<file path="src/rtl/cacheline_arbiter_pkg.sv">
// Shared types and constants for the cacheline arbiter: burst geometry,
// FSM state encoding and grant identity.
package cacheline_arb_pkg;

  localparam int LINE_W      = 256;
  localparam int BEAT_W      = 64;
  localparam int BEATS       = LINE_W / BEAT_W;
  localparam int ADDR_W      = 32;
  localparam int OFFSET_BITS = 5;
  localparam int CNT_W       = $clog2(BEATS);

  typedef enum logic [2:0] {IDLE, I_RD, D_RD, D_WR, DONE} arb_state_t;
  typedef enum logic {GNT_I, GNT_D} grant_t;

  // Memory only understands whole lines, so the byte offset is dropped.
  function automatic logic [ADDR_W-1:0] line_align(input logic [ADDR_W-1:0] addr);
    return {addr[ADDR_W-1:OFFSET_BITS], {OFFSET_BITS{1'b0}}};
  endfunction

endpackage

</file>
<file path="src/rtl/cacheline_arbiter_if.sv">
// Bundle of the icache, dcache and burst-memory signals around the arbiter.
// The slave side is the arbiter; the master side is the caches plus memory.
interface cacheline_arbiter_if;
  import cacheline_arb_pkg::*;

  logic              i_read;
  logic [ADDR_W-1:0] i_addr;
  logic [LINE_W-1:0] i_rdata;
  logic              i_resp;

  logic              d_read;
  logic              d_write;
  logic [ADDR_W-1:0] d_addr;
  logic [LINE_W-1:0] d_wdata;
  logic [LINE_W-1:0] d_rdata;
  logic              d_resp;

  logic              pmem_read;
  logic              pmem_write;
  logic [ADDR_W-1:0] pmem_addr;
  logic [BEAT_W-1:0] pmem_rdata;
  logic [BEAT_W-1:0] pmem_wdata;
  logic              pmem_resp;

  modport slave (
    input  i_read, i_addr, d_read, d_write, d_addr, d_wdata, pmem_rdata, pmem_resp,
    output i_rdata, i_resp, d_rdata, d_resp, pmem_read, pmem_write, pmem_addr, pmem_wdata
  );

  modport master (
    output i_read, i_addr, d_read, d_write, d_addr, d_wdata, pmem_rdata, pmem_resp,
    input  i_rdata, i_resp, d_rdata, d_resp, pmem_read, pmem_write, pmem_addr, pmem_wdata
  );

endinterface

</file>
<file path="src/rtl/cacheline_arbiter_burst_shifter.sv">
// Beat counter plus line buffer: assembles read beats into a line and
// presents the current beat of a loaded write line.
module burst_shifter
  import cacheline_arb_pkg::*;
(
  input  logic              clk,
  input  logic              rst,
  input  logic              load_line,
  input  logic [LINE_W-1:0] line_in,
  input  logic              capture_beat,
  input  logic              beat_ack,
  input  logic [BEAT_W-1:0] beat_in,
  output logic [BEAT_W-1:0] select_beat,
  output logic [LINE_W-1:0] line,
  output logic [CNT_W-1:0]  count
);

  logic [BEATS-1:0][BEAT_W-1:0] buf_q;
  logic [CNT_W-1:0]             count_q;

  // NOTE: the line buffer is cleared by reset like any other register, so
  // rdata never leaks stale data out of reset; it is small enough to afford it.
  // NOTE: non-blocking assignments keep every register updating from the
  // pre-edge values regardless of statement order.
  always_ff @(posedge clk or negedge rst) begin
    if (!rst) begin
      buf_q   <= '0;
      count_q <= '0;
    end else begin
      if (load_line) begin
        buf_q <= line_in;
      end else if (capture_beat) begin
        buf_q[count_q] <= beat_in;
      end
      // The counter wraps back to 0 after the last beat, ready for the next line.
      if (beat_ack) begin
        count_q <= count_q + 1'b1;
      end
    end
  end

  assign select_beat = buf_q[count_q];
  assign line        = buf_q;
  assign count       = count_q;

endmodule

</file>
<file path="src/rtl/cacheline_arbiter.sv">
// Round-robin arbiter granting the burst memory port to the icache or dcache
// for one whole-line transaction at a time.
module cacheline_arbiter
  import cacheline_arb_pkg::*;
(
  input  logic                clk,
  input  logic                rst,
  cacheline_arbiter_if.slave  bus
);

  arb_state_t        state_q, state_d;
  grant_t            last_grant_q, last_grant_d;
  logic [ADDR_W-1:0] addr_q, addr_d;

  logic              load_line;
  logic              capture_beat;
  logic              beat_ack;
  logic [BEAT_W-1:0] cur_beat;
  logic [LINE_W-1:0] line;
  logic [CNT_W-1:0]  count;

  logic want_i, want_d, last_beat, in_rd, in_wr;

  assign want_i    = bus.i_read;
  assign want_d    = bus.d_read | bus.d_write;
  assign last_beat = (count == CNT_W'(BEATS - 1));

  burst_shifter u_shifter (
    .clk          (clk),
    .rst          (rst),
    .load_line    (load_line),
    .line_in      (bus.d_wdata),
    .capture_beat (capture_beat),
    .beat_ack     (beat_ack),
    .beat_in      (bus.pmem_rdata),
    .select_beat  (cur_beat),
    .line         (line),
    .count        (count)
  );

  always_ff @(posedge clk or negedge rst) begin
    if (!rst) begin
      state_q      <= IDLE;
      last_grant_q <= GNT_D;
      addr_q       <= '0;
    end else begin
      state_q      <= state_d;
      last_grant_q <= last_grant_d;
      addr_q       <= addr_d;
    end
  end

  // last_grant doubles as the owner of the burst in flight, since it is
  // updated on every grant.
  always_comb begin
    // NOTE: every output of this block gets a default first so no path
    // through the case can leave one unassigned and infer a latch.
    state_d      = state_q;
    last_grant_d = last_grant_q;
    addr_d       = addr_q;
    load_line    = 1'b0;
    capture_beat = 1'b0;
    beat_ack     = 1'b0;

    unique case (state_q)
      IDLE: begin
        if (want_i && (!want_d || last_grant_q == GNT_D)) begin
          state_d      = I_RD;
          last_grant_d = GNT_I;
          addr_d       = line_align(bus.i_addr);
        end else if (want_d) begin
          state_d      = bus.d_write ? D_WR : D_RD;
          last_grant_d = GNT_D;
          addr_d       = line_align(bus.d_addr);
          load_line    = bus.d_write;
        end
      end
      I_RD, D_RD: begin
        if (bus.pmem_resp) begin
          capture_beat = 1'b1;
          beat_ack     = 1'b1;
          if (last_beat) state_d = DONE;
        end
      end
      D_WR: begin
        if (bus.pmem_resp) begin
          beat_ack = 1'b1;
          if (last_beat) state_d = DONE;
        end
      end
      DONE:    state_d = IDLE;
      default: state_d = IDLE;
    endcase
  end

  // Outputs decode registered state only; pmem_resp never reaches a resp.
  assign in_rd = (state_q == I_RD) || (state_q == D_RD);
  assign in_wr = (state_q == D_WR);

  assign bus.pmem_read  = in_rd;
  assign bus.pmem_write = in_wr;
  assign bus.pmem_addr  = (in_rd || in_wr) ? addr_q : '0;
  assign bus.pmem_wdata = in_wr ? cur_beat : '0;

  assign bus.i_resp  = (state_q == DONE) && (last_grant_q == GNT_I);
  assign bus.d_resp  = (state_q == DONE) && (last_grant_q == GNT_D);
  assign bus.i_rdata = bus.i_resp ? line : '0;
  assign bus.d_rdata = bus.d_resp ? line : '0;

endmodule

</file>
<file path="src/flat_wrapper.sv">
// flat-port wrapper written by rule: the top's interface ports become plain ports
module cacheline_arbiter_flat import cacheline_arb_pkg::*;
  (clk, rst, bus_i_read, bus_i_addr, bus_d_read, bus_d_write, bus_d_addr, bus_d_wdata, bus_pmem_rdata, bus_pmem_resp, bus_i_rdata, bus_i_resp, bus_d_rdata, bus_d_resp, bus_pmem_read, bus_pmem_write, bus_pmem_addr, bus_pmem_wdata);
  cacheline_arbiter_if bus_i ();
  input  logic clk;
  input  logic rst;
  input wire logic [$bits(bus_i.i_read)-1:0] bus_i_read;
  input wire logic [$bits(bus_i.i_addr)-1:0] bus_i_addr;
  input wire logic [$bits(bus_i.d_read)-1:0] bus_d_read;
  input wire logic [$bits(bus_i.d_write)-1:0] bus_d_write;
  input wire logic [$bits(bus_i.d_addr)-1:0] bus_d_addr;
  input wire logic [$bits(bus_i.d_wdata)-1:0] bus_d_wdata;
  input wire logic [$bits(bus_i.pmem_rdata)-1:0] bus_pmem_rdata;
  input wire logic [$bits(bus_i.pmem_resp)-1:0] bus_pmem_resp;
  output wire logic [$bits(bus_i.i_rdata)-1:0] bus_i_rdata;
  output wire logic [$bits(bus_i.i_resp)-1:0] bus_i_resp;
  output wire logic [$bits(bus_i.d_rdata)-1:0] bus_d_rdata;
  output wire logic [$bits(bus_i.d_resp)-1:0] bus_d_resp;
  output wire logic [$bits(bus_i.pmem_read)-1:0] bus_pmem_read;
  output wire logic [$bits(bus_i.pmem_write)-1:0] bus_pmem_write;
  output wire logic [$bits(bus_i.pmem_addr)-1:0] bus_pmem_addr;
  output wire logic [$bits(bus_i.pmem_wdata)-1:0] bus_pmem_wdata;
  assign bus_i.i_read = bus_i_read;
  assign bus_i.i_addr = bus_i_addr;
  assign bus_i.d_read = bus_d_read;
  assign bus_i.d_write = bus_d_write;
  assign bus_i.d_addr = bus_d_addr;
  assign bus_i.d_wdata = bus_d_wdata;
  assign bus_i.pmem_rdata = bus_pmem_rdata;
  assign bus_i.pmem_resp = bus_pmem_resp;
  assign bus_i_rdata = bus_i.i_rdata;
  assign bus_i_resp = bus_i.i_resp;
  assign bus_d_rdata = bus_i.d_rdata;
  assign bus_d_resp = bus_i.d_resp;
  assign bus_pmem_read = bus_i.pmem_read;
  assign bus_pmem_write = bus_i.pmem_write;
  assign bus_pmem_addr = bus_i.pmem_addr;
  assign bus_pmem_wdata = bus_i.pmem_wdata;
  cacheline_arbiter u_core (.clk(clk), .rst(rst), .bus(bus_i));
endmodule
</file>
<file path="config.mk">
export PLATFORM = sky130hd
export DESIGN_NAME = cacheline_arbiter_flat
export DESIGN_NICKNAME = d
export VERILOG_FILES = /design/src/rtl/cacheline_arbiter_pkg.sv /design/src/rtl/cacheline_arbiter_if.sv /design/src/rtl/cacheline_arbiter_burst_shifter.sv /design/src/rtl/cacheline_arbiter.sv /design/src/flat_wrapper.sv
export SDC_FILE = /design/constraint.sdc
export NUM_CORES = 1
export LEC_CHECK = 0
export ABC_AREA = 0
export BUFFER_PORTS_ARGS = -buffer_cell sky130_fd_sc_hd__buf_4
export CORE_AREA = 4 4 391 393
export CTS_CLUSTER_SIZE = 12
export DETAILED_ROUTE_END_ITERATION = 10
export DIE_AREA = 0 0 395 397
export GPL_ROUTABILITY_DRIVEN = 1
export PLACE_DENSITY_LB_ADDON = 0.05
export REMOVE_ABC_BUFFERS = 1
export SLEW_MARGIN = 20
export SYNTH_ARGS = -nofsm -noshare
export SYNTH_HDL_FRONTEND = slang
export SYNTH_HIERARCHICAL = 1
export SYNTH_SLANG_ARGS = --single-unit
</file>
<file path="constraint.sdc">
create_clock -name clk -period 3 [get_ports clk]
set_input_delay 0.15 -clock clk [delete_from_list [all_inputs] [get_ports clk]]
set_output_delay 0.15 -clock clk [all_outputs]
set_load 0.005 [all_outputs]
</file>
==> results.env, run 1 <==
DIE-WIDTH_UM=395
WORST_PATH_MAX_DELAY_CELL='sky130_fd_sc_hd__dlygate4sd3_1'
POWER_PER_UNIT_OF_STANDARD_CELL_AREA_mW_PER_MM2=822
CORE-AREA_MM2=0.149
CTS_SINKS=289
FINALWEIGHTEDCONGESTION=0.791
CP-END-KIND='register'
CTS_TREE='done'
TRITONCTS.NUM_BUFFERS=45
FLOORPLAN.INITIALDENSITY=0.143
YS_ASYNC_SR_FRACTION=1.00
AREA_GROWTH_PCT=79.0
TIMING.CRITICAL_PATH.MODE_CELL='sky130_fd_sc_hd__buf_12'
TIMING.FINAL.SETUP_VIOLATIONS=0
DRCVIOLATIONCOUNT=0
GLOBALROUTE.TOTALOVERFLOW=0
FINAL_ANTENNA_NET_COUNT=0
SYNTH_TOP_AREA_CELL='sky130_fd_sc_hd__dfrtp_1'
GRT_ANTENNA_BEFORE_REPAIR=35
RUN_STATUS='finished, final reports clean'
DRT_ITER0_DRC=1322
SYNTH_WARNINGS=6
IO_BUFFERS=986
YOSYS.AREA_SHARE.ADDER=0.00234
CTS.ROOT.BUFFER_CELL='sky130_fd_sc_hd__clkbuf_16'
SYNTH.DISTINCT_CELLS=36
TIMING.CRITICAL_PATH.MAX_DELAY_FAMILY='buffers and inverters'
AREA_TAKEN_BY_FLIP_FLOPS_AND_LATCHES_MM2=0.00724
MIN-DELAY-START='bus_i_read'
CAP_VIOL_MAX_COUNT=0
PATH_CELLS='nor3_2 -> and3_4 -> buf_12 -> buf_12 -> nand4b_1 -> o311ai_2 -> dlygate4sd3_1'
CLK_LATENCY_PS=600
GRT_START_MAX_NET_PINS=143
CLK_TRANSITION_REPORTED_PATHS_PS=50
ROUTED-VIA-COUNT=24700
YS_SEQ_ELEMENTS=289
GLOBAL_ROUTE_WIRE_LENGTH_BEFORE_REPAIR_UM=196000
WORSTPATHBUFFERINVERTERCOUNT=3
CLOCKBUFFERDEPTH=3
TIMING.CLOCK.SKEW_PS=11.6
YS_DOMINANT_REG_CELL='sky130_fd_sc_hd__dfrtp_1'
CRIT_START='u_core/state_q[0]'
DETAILED_PLACE.AREA_MM2=0.0309
POST-PLACE-CELLS=5202
GRT_UTIL_ALL_LAYERS=0.168
IO_PINS=1002
CRITICAL_PATH_CLASS='register to register'
CRITPATHREQUIREDTIME_PS=3480
YOSYSTOPAREACELLSHARE=0.337
WORST_HOLD_PATH_TYPE='input port to register'
FIRST_GLOBAL_VIAS=26300
SYNTH_SIMPLE_GATE_AREA_SHARE=0.339
GRT_SETUP_UNREPAIRED='false'
CLOCK.FMAX_MHz=351
FILLCELLCOUNT=16400
DIE_HEIGHT_UM=397
POST_SYNTH.CELL_AREA_AVG_UM2=8.90
PLACEMENT_ROWS=142
CTS_HTREE_LEVELS=2
DESIGN.DIE.AREA_MM2=0.157
HOLD_VIOL_FINAL=0
VDD.IR_DROP.WORST_uV=560
WORST_MAX_SLEW_PIN_SLEW_PS=844
CP.ARRIVAL_PS=3320
POSTLAYOUTCELLAREA_MM2=0.0383
SYNTH-XOR-AREA-SHARE=0.000820
SLEW_VIOLATIONS=0
FIN_CRIT_PS=2850
FINAL_NETS=4208
ROUTED_WL_UM=138000
POWER.STATIC_LEAKAGE_nW=16.9
INSTANCE_COUNT_OF_THE_MAPPED_NETLIST=2400
DR.PASS1.ITERS=5
SYNTH.MUX.AREA_FRACTION=0.0680
POST-DP-HPWL_UM=98600
SYNTH_EDF_COUNT=0
SETUP.WORST_PATH.START_CLASS='register'
COMBINATIONAL_FAMILY_WITH_THE_MOST_AREA_AFTER_SYNTHESIS='simple AND/OR/NAND/NOR gates'
CRITICAL_PATH.MAX_STAGE_DELAY_PS=580
POST_SYNTHESIS_CELL_AREA_MM2=0.0214
FINALCRITPERIODSHARE=0.949
SLEW_HEADROOM=0.437
SYNTH_COMPOUND_GATE_AREA_SHARE=0.138
MULTI_INPUT_GATE_AREA_IN_THE_FINAL_LAYOUT_MM2=0.0118
PATH_MAX_FANOUT=87
WL_PER_CELL_UM=23.4
LAYOUT-DRIVE-GT1-SHARE=0.323
INSTANCES_NO_FILL=5884
CRITICAL_PATH.REG2REG.STARTPOINT='u_core/state_q[0]'
VIASPERCELL=4.19
YS_TOP_CELLS_BY_AREA='sky130_fd_sc_hd__dfrtp_1 34%, sky130_fd_sc_hd__and2_1 18%, sky130_fd_sc_hd__nand4b_1 10%'
YS_SEQ_AREA_FRAC=0.339
==> cell usage after synthesis, types with 2 or more instances <==
cell type,n
sky130_fd_sc_hd__buf_4,21
sky130_fd_sc_hd__ha_1,4
sky130_fd_sc_hd__nand4b_1,256
sky130_fd_sc_hd__and2_1,609
sky130_fd_sc_hd__nand2_1,258
sky130_fd_sc_hd__dfrtp_1,288
sky130_fd_sc_hd__clkbuf_1,130
sky130_fd_sc_hd__buf_6,34
sky130_fd_sc_hd__o311ai_2,30
sky130_fd_sc_hd__o311ai_1,210
sky130_fd_sc_hd__a32o_1,2
sky130_fd_sc_hd__inv_1,259
sky130_fd_sc_hd__buf_2,36
sky130_fd_sc_hd__mux4_2,64
sky130_fd_sc_hd__nor2_1,3
sky130_fd_sc_hd__a21oi_1,27
sky130_fd_sc_hd__nand3_1,28
sky130_fd_sc_hd__and3_1,3
sky130_fd_sc_hd__o21ai_0,28
sky130_fd_sc_hd__clkbuf_2,27
sky130_fd_sc_hd__nor3_1,2
sky130_fd_sc_hd__a31oi_1,27
sky130_fd_sc_hd__o311ai_0,16
sky130_fd_sc_hd__buf_1,26
==> worst register-to-register path: stages (launching register included) <==
cell and delay (ps):
sky130_fd_sc_hd__dfrtp_1 470, sky130_fd_sc_hd__nor3_2 240, sky130_fd_sc_hd__and3_4 470, sky130_fd_sc_hd__buf_12 280, sky130_fd_sc_hd__buf_12 320, sky130_fd_sc_hd__nand4b_1 260
sky130_fd_sc_hd__o311ai_2 110, sky130_fd_sc_hd__dlygate4sd3_1 580
==> state kept, by name, summed over array words and instances, names as in the netlist <==
| name | flops |
|---|---|
| u_core/u_shifter/line | 256 |
| u_core/addr_q | 27 |
| u_core/state_q | 3 |
| u_core/u_shifter/count | 2 |
| u_core/last_grant_q | 1 |
==> metal layers <==
| layer | track usage | vias up | wire length, µm |
|---|---|---|---|
| met4 | 0.0406 | 24 | 3160 |
| li1 | - | 11200 | - |
| met3 | 0.0418 | 160 | 8570 |
| met1 | 0.202 | 12400 | 56300 |
| met2 | 0.300 | 813 | 69400 |
| met5 | 0 | - | 149 |
==> power by group <==
part           internal [W]  total (W)  switching, W
combinational       0.00940     0.0172       0.00778
clock               0.00323    0.00542       0.00219
sequential          0.00587    0.00884       0.00297
total                0.0185     0.0314        0.0129
==> worst paths after layout <==
kind / to / slack, ps / cells past startpoint
setup / recovery: u_core/u_shifter/line[46] / 150 / 7
hold reg to reg: u_core/state_q[2] / 580 / 1
max in group asynchronous: u_core/u_shifter/line[59] / 1830 / 4
min in group asynchronous: u_core/u_shifter/line[241] / 180 / 2
hold / removal: u_core/state_q[1] / 120 / 3
setup reg to reg: u_core/u_shifter/line[46] / 150 / 7
==> layout by cell type, fill, tap and decap left out, types with 3 or more instances in the layout <==
cell type / Yosys / final
sky130_fd_sc_hd__o21ai_0: 28 / 28
sky130_fd_sc_hd__a21oi_1: 27 / 27
sky130_fd_sc_hd__nand4b_1: 256 / 256
sky130_fd_sc_hd__nand3_1: 28 / 28
sky130_fd_sc_hd__clkinv_2: 0 / 7
sky130_fd_sc_hd__ha_4: 0 / 4
sky130_fd_sc_hd__o311ai_2: 30 / 30
sky130_fd_sc_hd__a31oi_1: 27 / 27
sky130_fd_sc_hd__o311ai_0: 16 / 16
sky130_fd_sc_hd__clkbuf_8: 0 / 12
sky130_fd_sc_hd__buf_12: 0 / 34
sky130_fd_sc_hd__and3_4: 0 / 3
sky130_fd_sc_hd__nor2_1: 3 / 3
sky130_fd_sc_hd__nand2_1: 258 / 258
sky130_fd_sc_hd__conb_1: 1 / 5
sky130_fd_sc_hd__clkbuf_1: 130 / 9
sky130_fd_sc_hd__buf_4: 21 / 1021
sky130_fd_sc_hd__inv_1: 259 / 259
sky130_fd_sc_hd__clkbuf_16: 0 / 47
sky130_fd_sc_hd__o311ai_1: 210 / 210
sky130_fd_sc_hd__and2_4: 1 / 6
sky130_fd_sc_hd__mux4_2: 64 / 64
sky130_fd_sc_hd__dfrtp_1: 288 / 286
sky130_fd_sc_hd__and2_1: 609 / 604
sky130_fd_sc_hd__diode_2: 0 / 22
sky130_fd_sc_hd__dlygate4sd3_1: 0 / 580
==> cell families after synthesis <==
kind of cell | count (synthesis)
multiplexers | 65
other | 1
flip-flops | 289
XOR/XNOR | 2
AND/OR/NAND/NOR | 1162
adder cells (fa/ha/maj) | 4
AO/OA/AOI/OAI | 343
buffers and inverters | 534
==> timing repair <==
item | CTS | global route
buffers inserted | 0 | 1
hold endpoints to repair | 356 | 0
endpoints found under the setup margin | 0 | 3
gates resized for setup | 0 | 1
hold buffers | 580 | 0
==> through the flow <==
stage | hold slack, ps | setup TNS (ps) | worst slack (ps) | total power (W) | util
3_3_place_gp | 265 | 0 | 694 | 0.0220 | 0.207
2_1_floorplan | -146 | -3735450 | -12200 | 0.0143 | -
4_1_cts | 57.9 | 0 | 125 | 0.0319 | 0.256
6_report | 123 | 0 | 154 | 0.0314 | 0.256
5_1_grt | 123 | 0 | 0.215 | 0.0336 | 0.256
3_5_place_dp | 285 | 0 | 661 | 0.0222 | 0.207
==> final cells by class <==
type,instances,share of cell area
flip-flops and latches,289,0.189
clock inverters,11,0.00239
clock buffers,68,0.0359
well taps,2016,0.0659
multi-input cells,1581,0.309
diodes,22,0.00144
inverters,260,0.0255
repair buffers,1637,0.371
Power figures use the tool's default switching activity.
==> inputs of run 2 (changes only) <==
--- a/config.mk
+++ b/config.mk
@@ -7,10 +7,12 @@
 export LEC_CHECK = 0
 export ABC_AREA = 0
 export BUFFER_PORTS_ARGS = -buffer_cell sky130_fd_sc_hd__buf_4
-export CORE_AREA = 4 4 391 393
+export CELL_PAD_IN_SITES_DETAIL_PLACEMENT = 1
+export CELL_PAD_IN_SITES_GLOBAL_PLACEMENT = 2
+export CORE_AREA = 4 4 393 395
 export CTS_CLUSTER_SIZE = 12
 export DETAILED_ROUTE_END_ITERATION = 10
-export DIE_AREA = 0 0 395 397
+export DIE_AREA = 0 0 397 399
 export GPL_ROUTABILITY_DRIVEN = 1
 export PLACE_DENSITY_LB_ADDON = 0.05
 export REMOVE_ABC_BUFFERS = 1
==> run 2 against run 1 <==
Compared with the run above: final cell count grew 0.53%; total power is 1.7% higher; maximum frequency about the same; non-clock buffer count unchanged; clock-buffer cell count grew 6; critical endpoint is now u_core/u_shifter/line[12].
==> results.env, run 2 (synthesis results as in run 1) <==
FIRST_GLOBAL_VIAS=27600
WORST_PATH_SETUP_SLACK_AFTER_ROUTING_PS=156
DESIGN.DIE.AREA_MM2=0.158
CTS_TREE='done'
POSTLAYOUTCELLAREA_MM2=0.0383
TRITONCTS.NUM_BUFFERS=46
CTS.ROOT.BUFFER_CELL='sky130_fd_sc_hd__clkbuf_16'
IO_PINS=1002
DIE-WIDTH_UM=397
CTS_SINKS=289
GRT_SETUP_UNREPAIRED='false'
WORST_HOLD_PATH_TYPE='input port to async pin'
LARGEST_REGISTER_FF_COUNT=256
POST-DP-HPWL_UM=107000
DPL_WORST_SLACK_PS=651
CLK_LATENCY_PS=620
CRITICAL_PATH.REG2REG.STARTPOINT='u_core/last_grant_q'
TIMING.CLOCK.SKEW_PS=17.3
CLOCKBUFFERDEPTH=3
HOLD_VIOL_FINAL=0
VIASPERCELL=4.18
CRITICAL_PATH.MAX_STAGE_DELAY_PS=600
GLOBALROUTE.TOTALOVERFLOW=0
FINAL_NETS=4210
FIN_SETUP_TNS_PS=0
CP-END-KIND='register'
GRT_UTIL_ALL_LAYERS=0.180
ROUTED_WL_UM=150000
CRITPATHREQUIREDTIME_PS=3540
CLOCK.FMAX_MHz=352
CAP_VIOL_MAX_COUNT=0
WL_PER_CELL_UM=25.4
TIMING.CRITICAL_PATH.MODE_CELL='sky130_fd_sc_hd__buf_12'
SETUP.WORST_PATH.START_CLASS='register'
WORST_PATH_MAX_DELAY_CELL='sky130_fd_sc_hd__dlygate4sd3_1'
AREA_GROWTH_PCT=79.4
CLK_TRANSITION_REPORTED_PATHS_PS=50
FLOORPLAN.INITIALDENSITY=0.141
GRT_START_MAX_NET_PINS=148
PATH_CELLS='o21bai_2 -> nand2_1 -> and3_4 -> buf_12 -> buf_12 -> buf_4 -> o311ai_1 -> dlygate4sd3_1'
PLACEMENT_ROWS=143
DRT_ITER0_DRC=1064
CRITICAL_PATH_CLASS='register to register'
DIE_HEIGHT_UM=399
AREA_TAKEN_BY_FLIP_FLOPS_AND_LATCHES_MM2=0.00724
DETAILED_PLACE.AREA_MM2=0.0310
FINAL_CELL_MIX='1018 x sky130_fd_sc_hd__buf_4, 604 x sky130_fd_sc_hd__and2_1, 578 x sky130_fd_sc_hd__dlygate4sd3_1'
FILLCELLCOUNT=17500
LAYOUT_COMMONEST_CELL='sky130_fd_sc_hd__buf_4'
FIN_CRIT_PS=2840
SLEW_VIOLATIONS=0
VDD.IR_DROP.WORST_uV=441
MULTI_INPUT_GATE_AREA_IN_THE_FINAL_LAYOUT_MM2=0.0118
PATH_MAX_FANOUT=31
POWER.STATIC_LEAKAGE_nW=16.9
CTS_HTREE_LEVELS=2
WORST_MAX_SLEW_PIN_SLEW_PS=913
FINALWEIGHTEDCONGESTION=0.782
CORE-AREA_MM2=0.151
TIMING.FINAL.SETUP_VIOLATIONS=0
POWER_PER_UNIT_OF_STANDARD_CELL_AREA_mW_PER_MM2=834
IO_BUFFERS=986
FINALCRITPERIODSHARE=0.948
FINAL_ANTENNA_NET_COUNT=0
DRCVIOLATIONCOUNT=0
SLEW_HEADROOM=0.391
CRIT_START='u_core/last_grant_q'
CP.ARRIVAL_PS=3380
GRT_ANTENNA_BEFORE_REPAIR=62
ROUTED-VIA-COUNT=24700
RUN_STATUS='finished, final reports clean'
GLOBAL_ROUTE_WIRE_LENGTH_BEFORE_REPAIR_UM=208000
LAYOUT-DRIVE-GT1-SHARE=0.321
DR.PASS1.ITERS=7
==> run 2: changes by cell type in the layout (fill, tap and decap cells not counted), moves of 2 or more <==
cell | previous run | this run
sky130_fd_sc_hd__dlygate4sd3_1 | 580 | 578
sky130_fd_sc_hd__clkbuf_1 | 9 | 21
sky130_fd_sc_hd__buf_12 | 34 | 40
sky130_fd_sc_hd__diode_2 | 22 | 36
sky130_fd_sc_hd__clkinv_2 | 7 | 5
sky130_fd_sc_hd__clkbuf_8 | 12 | 6
sky130_fd_sc_hd__buf_4 | 1021 | 1018
sky130_fd_sc_hd__clkinv_4 | 2 | 0
==> run 2: final timing paths <==
| check | endpoint | slack (ps) | depth (start not counted) |
|---|---|---|---|
| max in group asynchronous | u_core/u_shifter/line[32] | 1980 | 3 |
| min | u_core/u_shifter/line[123] | 140 | 2 |
| min reg2reg | u_core/state_q[2] | 620 | 1 |
| max | u_core/u_shifter/line[12] | 160 | 8 |
| min in group clk | u_core/state_q[1] | 310 | 3 |
| max reg2reg | u_core/u_shifter/line[12] | 160 | 8 |
==> run 2: final cells by class <==
type | count | area share
antenna | 36 | 0.00235
clock buffer | 74 | 0.0349
inverter | 260 | 0.0255
clock inverter | 7 | 0.00167
tap | 2030 | 0.0663
multi-input combinational | 1582 | 0.309
timing repair buffer | 1637 | 0.372
sequential | 289 | 0.189
==> run 2: worst max-delay path, delay by kind of cell, from the launching register on <==
family	cells	cell delay (ps)
flops	1	590
compound gates	2	480
simple gates	2	490
buf+inv	4	1170
==> run 2: per-stage QoR <==
step / hold WS [ps] / utilization / instances / total power [W]
6_report: 140 / 0.253 / 5915 / 0.0320
3_5_place_dp: 205 / 0.205 / 5217 / 0.0229
4_1_cts: 70.3 / 0.253 / 5876 / 0.0325
2_1_floorplan: -146 / - / 2130 / 0.0143
3_3_place_gp: 208 / 0.205 / 5217 / 0.0225
5_1_grt: 160 / 0.253 / 5899 / 0.0341
==> run 2: per-layer routing <==
| layer | track usage | part of all wire |
|---|---|---|
| met2 | 0.329 | 0.51 |
| met3 | 0.0405 | 0.055 |
| met4 | 0.0428 | 0.023 |
| met1 | 0.214 | 0.41 |
| met5 | 0 | 0.0015 |
==> run 2: where the power goes <==
part,switching (W),internal [W],total [W],leakage [nW]
clock,0.00218,0.00311,0.00529,0.686
sequential,0.00318,0.00587,0.00905,3.52
combinational,0.00807,0.00955,0.0176,12.6
total,0.0134,0.0185,0.0320,16.9
==> run 2: repair_timing <==
item                                    in CTS  in global routing
resized for setup                            0                  1
buffers inserted                             0                  2
endpoints found under the setup margin       0                  6
endpoints found under the hold margin      336                  0
hold buffers                               578                  0
